**src/rtl/decoder_pkg.sv**
```systemverilog
`default_nettype none
// ---------------------------------------------------------------------------
// decoder_pkg : shared constants and helpers for the streaming decoder
// Rev 1.0
// ---------------------------------------------------------------------------
package decoder_pkg;

  localparam int CODE_W_DEFAULT = 1;

  // Pointer width for a FIFO of the given depth (at least one bit).
  function automatic int unsigned ptr_w(input int unsigned depth);
    return (depth > 1) ? $clog2(depth) : 1;
  endfunction

  // Decoded output is limited to 32 lines, so CODE_W must stay <= 5.
  function automatic logic [31:0] onehot(input int unsigned code);
    return 32'd1 << code;
  endfunction

endpackage
`default_nettype wire

```
**src/rtl/sync_fifo.sv**
```systemverilog
`default_nettype none
// ---------------------------------------------------------------------------
// sync_fifo : single-clock FIFO, occupancy counter resolves full/empty
// Rev 1.0
// ---------------------------------------------------------------------------
module sync_fifo
  import decoder_pkg::*;
#(
  parameter int WIDTH = 1,
  parameter int DEPTH = 4
) (
  input  logic             clk,
  input  logic             rst_n,
  input  logic             push,
  input  logic             pop,
  input  logic [WIDTH-1:0] wdata,
  output logic [WIDTH-1:0] rdata,
  output logic             full,
  output logic             empty
);

  localparam int          AW       = ptr_w(DEPTH);
  localparam logic [AW:0] FULL_CNT = (AW+1)'(DEPTH);

  logic [WIDTH-1:0] mem_q [DEPTH];
  logic [AW-1:0]    wr_ptr_q, wr_ptr_d;
  logic [AW-1:0]    rd_ptr_q, rd_ptr_d;
  logic [AW:0]      cnt_q, cnt_d;
  logic             w_push, w_pop;

  assign full   = (cnt_q == FULL_CNT);
  assign empty  = (cnt_q == '0);
  assign w_push = push && !full;
  assign w_pop  = pop && !empty;
  assign rdata  = mem_q[rd_ptr_q];

  // DEPTH is a power of two, so pointer overflow is the modulo wrap.
  always_comb begin
    wr_ptr_d = wr_ptr_q;
    rd_ptr_d = rd_ptr_q;
    cnt_d    = cnt_q;
    if (w_push) wr_ptr_d = wr_ptr_q + 1'b1;
    if (w_pop)  rd_ptr_d = rd_ptr_q + 1'b1;
    case ({w_push, w_pop})
      2'b10:   cnt_d = cnt_q + 1'b1;
      2'b01:   cnt_d = cnt_q - 1'b1;
      default: cnt_d = cnt_q;
    endcase
  end

  always_ff @(posedge clk or negedge rst_n) begin
    if (!rst_n) begin
      wr_ptr_q <= '0;
      rd_ptr_q <= '0;
      cnt_q    <= '0;
    end else begin
      wr_ptr_q <= wr_ptr_d;
      rd_ptr_q <= rd_ptr_d;
      cnt_q    <= cnt_d;
    end
  end

  always_ff @(posedge clk) begin
    if (w_push) mem_q[wr_ptr_q] <= wdata;
  end

endmodule
`default_nettype wire

```
**src/rtl/decoder12_stream.sv**
```systemverilog
`default_nettype none
// ---------------------------------------------------------------------------
// decoder12_stream : FIFO-buffered binary-to-one-hot decoder, valid/ready
// Rev 1.0
// ---------------------------------------------------------------------------
module decoder12_stream
  import decoder_pkg::*;
#(
  parameter int CODE_W = CODE_W_DEFAULT,
  parameter int DEPTH  = 4,
  parameter int CNT_W  = 8
) (
  input  logic                 clk,
  input  logic                 rst_n,
  input  logic                 en,
  input  logic                 clr,
  input  logic                 in_valid,
  output logic                 in_ready,
  input  logic [CODE_W-1:0]    in_code,
  output logic                 out_valid,
  input  logic                 out_ready,
  output logic [(1<<CODE_W)-1:0] out_onehot,
  output logic [CNT_W-1:0]     sym_count
);

  localparam int               OH_W    = 1 << CODE_W;
  localparam logic [CNT_W-1:0] CNT_MAX = '1;

  logic              run_q;
  logic [CNT_W-1:0]  cnt_q, cnt_d;
  logic              w_full, w_empty, w_push, w_pop;
  logic [CODE_W-1:0] w_head;

  // Registered flag keeps in_ready low while in reset without a
  // combinational path from the reset pin.
  always_ff @(posedge clk or negedge rst_n) begin
    if (!rst_n) run_q <= 1'b0;
    else        run_q <= 1'b1;
  end

  assign in_ready  = run_q && en && !w_full;
  assign out_valid = !w_empty;
  assign w_push    = in_valid && in_ready;
  assign w_pop     = out_valid && out_ready;

  sync_fifo #(
    .WIDTH (CODE_W),
    .DEPTH (DEPTH)
  ) u_fifo (
    .clk   (clk),
    .rst_n (rst_n),
    .push  (w_push),
    .pop   (w_pop),
    .wdata (in_code),
    .rdata (w_head),
    .full  (w_full),
    .empty (w_empty)
  );

  always_comb begin
    out_onehot = '0;
    if (!w_empty) out_onehot = OH_W'(onehot(32'(w_head)));
  end

  always_comb begin
    cnt_d = cnt_q;
    if (clr)                           cnt_d = '0;
    else if (w_pop && cnt_q != CNT_MAX) cnt_d = cnt_q + 1'b1;
  end

  always_ff @(posedge clk or negedge rst_n) begin
    if (!rst_n) cnt_q <= '0;
    else        cnt_q <= cnt_d;
  end

  assign sym_count = cnt_q;

endmodule
`default_nettype wire
```
**config.mk**
```make
export PLATFORM = sky130hd
export DESIGN_NAME = decoder12_stream
export DESIGN_NICKNAME = d
export VERILOG_FILES = /design/src/rtl/decoder_pkg.sv /design/src/rtl/sync_fifo.sv /design/src/rtl/decoder12_stream.sv
export SDC_FILE = /design/constraint.sdc
export NUM_CORES = 1
export LEC_CHECK = 0
export CAP_MARGIN = 15
export CORE_MARGIN = 2
export CORE_UTILIZATION = 50
export DETAILED_ROUTE_END_ITERATION = 10
export MAX_ROUTING_LAYER = met4
export PLACE_DENSITY = 0.77
export SYNTH_ARGS = -nofsm -noshare
export SYNTH_HDL_FRONTEND = slang
export SYNTH_SLANG_ARGS = --single-unit
```
**constraint.sdc**
```tcl
create_clock -name clk -period 2.68 [get_ports clk]
set_input_delay 0.536 -clock clk [delete_from_list [all_inputs] [get_ports clk]]
set_output_delay 0.536 -clock clk [all_outputs]
set_load 0.02 [all_outputs]
```
==> impl_results.md <==
* Fin crit period at 2.48 ns
* Synth Register Bits at 20
* TritonCTS Buffers at 3
* Post-DRT Antenna Nets at 0
* Cell type with the largest total area after synthesis: dfrtp_1
* Ys async rst share at 80.0%
* Synth Area per Inst at 11.3 um^2
* Initial drt markers at 7
* PostCTS Resize Cnt at 0
* Initial core utilization at 53.1%
* First-pass GRT wire length at 3240 um
* Worst slew margin at 50.3%
* Largest net degree at the start of global routing at 17
* Vias per inst at 5.09
* Cell area after synthesis at 1040 um^2
* Die width at 49.7 um
* Status: complete, no violations
* Netlist cell types at 29
* Startpoint Class: flop
* Most frequent cells in the layout: clkdlybuf4s50_1 (18), dfrtp_1 (16), nor2_1 (8), nand2_1 (8), inv_1 (7)
* Synthesized instance count at 92
* Critical path class: reg2out
* Pwr per Cell Area at 768 nW/um^2
* Total number of vias at 718
* Fin crit share at 92.5%
* CTS max path bufs at 2
* Post-synth EDFFs at 4
* Syn_nets at 106
* Top FF cell, synth: dfrtp_1
* CTS Hold Bufs at 0
* Layout cells sized above 1 at 7.89%
* Final Slew Violations at 0
* Overall power at 0.983 mW
* Worst skew pair latency at 0.28 ns
* Worst Path Arrival at 1.94 ns
* Clock transition at path regs at 0.11 ns
* Setup crit end kind: output port
* Endpoints failing hold at 0
* Global-route usage over all layers at 17.4%
* Synth warnings at 0
* FMAX at 403 MHz
* Ports at 19
* CTS tree: yes
* Worst-Margin Slew at 0.743 ns
* Synth area leaders: dfrtp_1 (38%), edfxtp_1 (12%), ha_1 (7.2%), mux2i_1 (4.8%), xor2_1 (3.4%)
* Initial antenna violation count at 0
* Final Setup Violations at 0
* Commonest non-fill, non-tap cell in the layout: clkdlybuf4s50_1
* Post-DP HPWL at 1340 um
* R2R Setup Slk at 0.64 ns
* Setup TNS at 0 ns
* Critical Path RT at 2.14 ns
* Pre-antenna DRT Iters at 4
* P&R area growth vs syn at 22.8%
* Synth top area share at 38.4%
* DRT Wirelength at 1690 um
* Peak VDD IR at 0.499 mV
* I/O Buffers at 18
* FP Rows at 16
* H-tree Lvls at 1
* Worst Skew at 0.00145 ns
* Die area at 2470 um^2
* Layout Nets at 129
* RSZ-0062 raised after global routing: false
* Vias in the first global route at 727
* Antenna diodes at 0
* Die H at 49.7 um
* Static Leakage at 0.555 nW
* Root Driver: clkbuf_4
* Clk sinks at 20
* Final GP Congestion at 0.806
* Total gr overflow at 0
* # DRC at 0
* Maxcap violations at 0
* Crit path max fanout at 5
* Seq/Total Area, Yosys at 49.9%
* WL/cell at 12.0 um
* HP Class: reg2reg
* Core box area at 1960 um^2
* Setup bufs post-CTS at 0
kinds of logic after synthesis:
family / Yosys count / share of synthesized area, %
AO/OA/AOI/OAI: 10 / 7.92
XOR/XNOR: 7 / 5.88
adder cells (fa/ha/maj): 7 / 9.12
buffers and inverters: 8 / 3.48
flip-flops: 20 / 49.9
multiplexers: 7 / 8.04
other: 1 / 0.360
AND/OR/NAND/NOR: 32 / 15.2
where the power goes:
group | total [mW] | leakage [nW] | internal, mW | switching (mW)
combinational | 0.393 | 0.301 | 0.198 | 0.195
sequential | 0.449 | 0.240 | 0.380 | 0.0690
clock | 0.142 | 0.0150 | 0.0577 | 0.0839
path summary, 6_finish.rpt:
kind	start	endpoint	depth (start not counted)
max	u_fifo.cnt_q[0]	out_onehot[1]	4
min	u_fifo.rd_ptr_q[1]	u_fifo.rd_ptr_q[1]	1
max reg2reg	u_fifo.cnt_q[0]	u_fifo.cnt_q[2]	10
min reg2reg	u_fifo.rd_ptr_q[1]	u_fifo.rd_ptr_q[1]	1
max in group asynchronous	rst_n	sym_count[3]	1
min in group asynchronous	rst_n	u_fifo.rd_ptr_q[1]	1
stage by stage:
step | hold WS (ns) | std cells | area, um^2 | worst slack, ns | utilization (%)
after detailed placement | 0.474 | 137 | 1250 | 0.210 | 63.9
after global routing | 0.523 | 141 | 1280 | 0.0443 | 65.2
after global placement | 0.477 | 137 | 1250 | 0.260 | 63.9
after CTS | 0.500 | 141 | 1280 | 0.189 | 65.2
final | 0.495 | 141 | 1280 | 0.200 | 65.2
after floorplan | 0.240 | 92 | 1040 | 0.427 | -
state kept, by name, indices dropped and copies added, names as in the netlist:
| name | cells |
|---|---|
| sym_count | 8 |
| u_fifo.mem_q | 4 |
| u_fifo.cnt_q | 3 |
| u_fifo.rd_ptr_q | 2 |
| u_fifo.wr_ptr_q | 2 |
| run_q | 1 |
cell usage after synthesis, types with 2 or more instances:
master / number
and3_1: 4
a21oi_1: 3
xor2_1: 4
or4_1: 2
inv_1: 7
ha_1: 6
nor2_1: 8
nand2_1: 8
nor3_1: 2
o21ai_0: 3
and2_1: 2
nand3_1: 2
xnor2_1: 3
dfrtp_1: 16
mux2i_1: 5
edfxtp_1: 4
per-layer routing:
| metal | track usage (%) | up-vias | share of wire (%) |
|---|---|---|---|
| li1 | - | 364 | - |
| met1 | 23.7 | 340 | 47 |
| met2 | 27.3 | 12 | 48 |
| met3 | 3.94 | 2 | 4.0 |
| met4 | 2.78 | 0 | 0.53 |
| met5 | - | - | 0 |
layout make-up:
cell class,instances,area (um^2)
Fill cell,178,682
Sequential cell,20,520
Multi-Input combinational cell,64,485
Timing Repair Buffer,19,188
Tap cell,27,33.8
Clock buffer,4,26.3
Inverter,7,26.3
worst max-delay path, stage by stage, from the launching register on:
cell,delay (ns)
dfrtp_1,0.45
nor3_1,0.43
inv_1,0.11
and2_1,0.15
clkdlybuf4s50_1,0.53
Note: power is estimated with default switching activity, not from simulation.
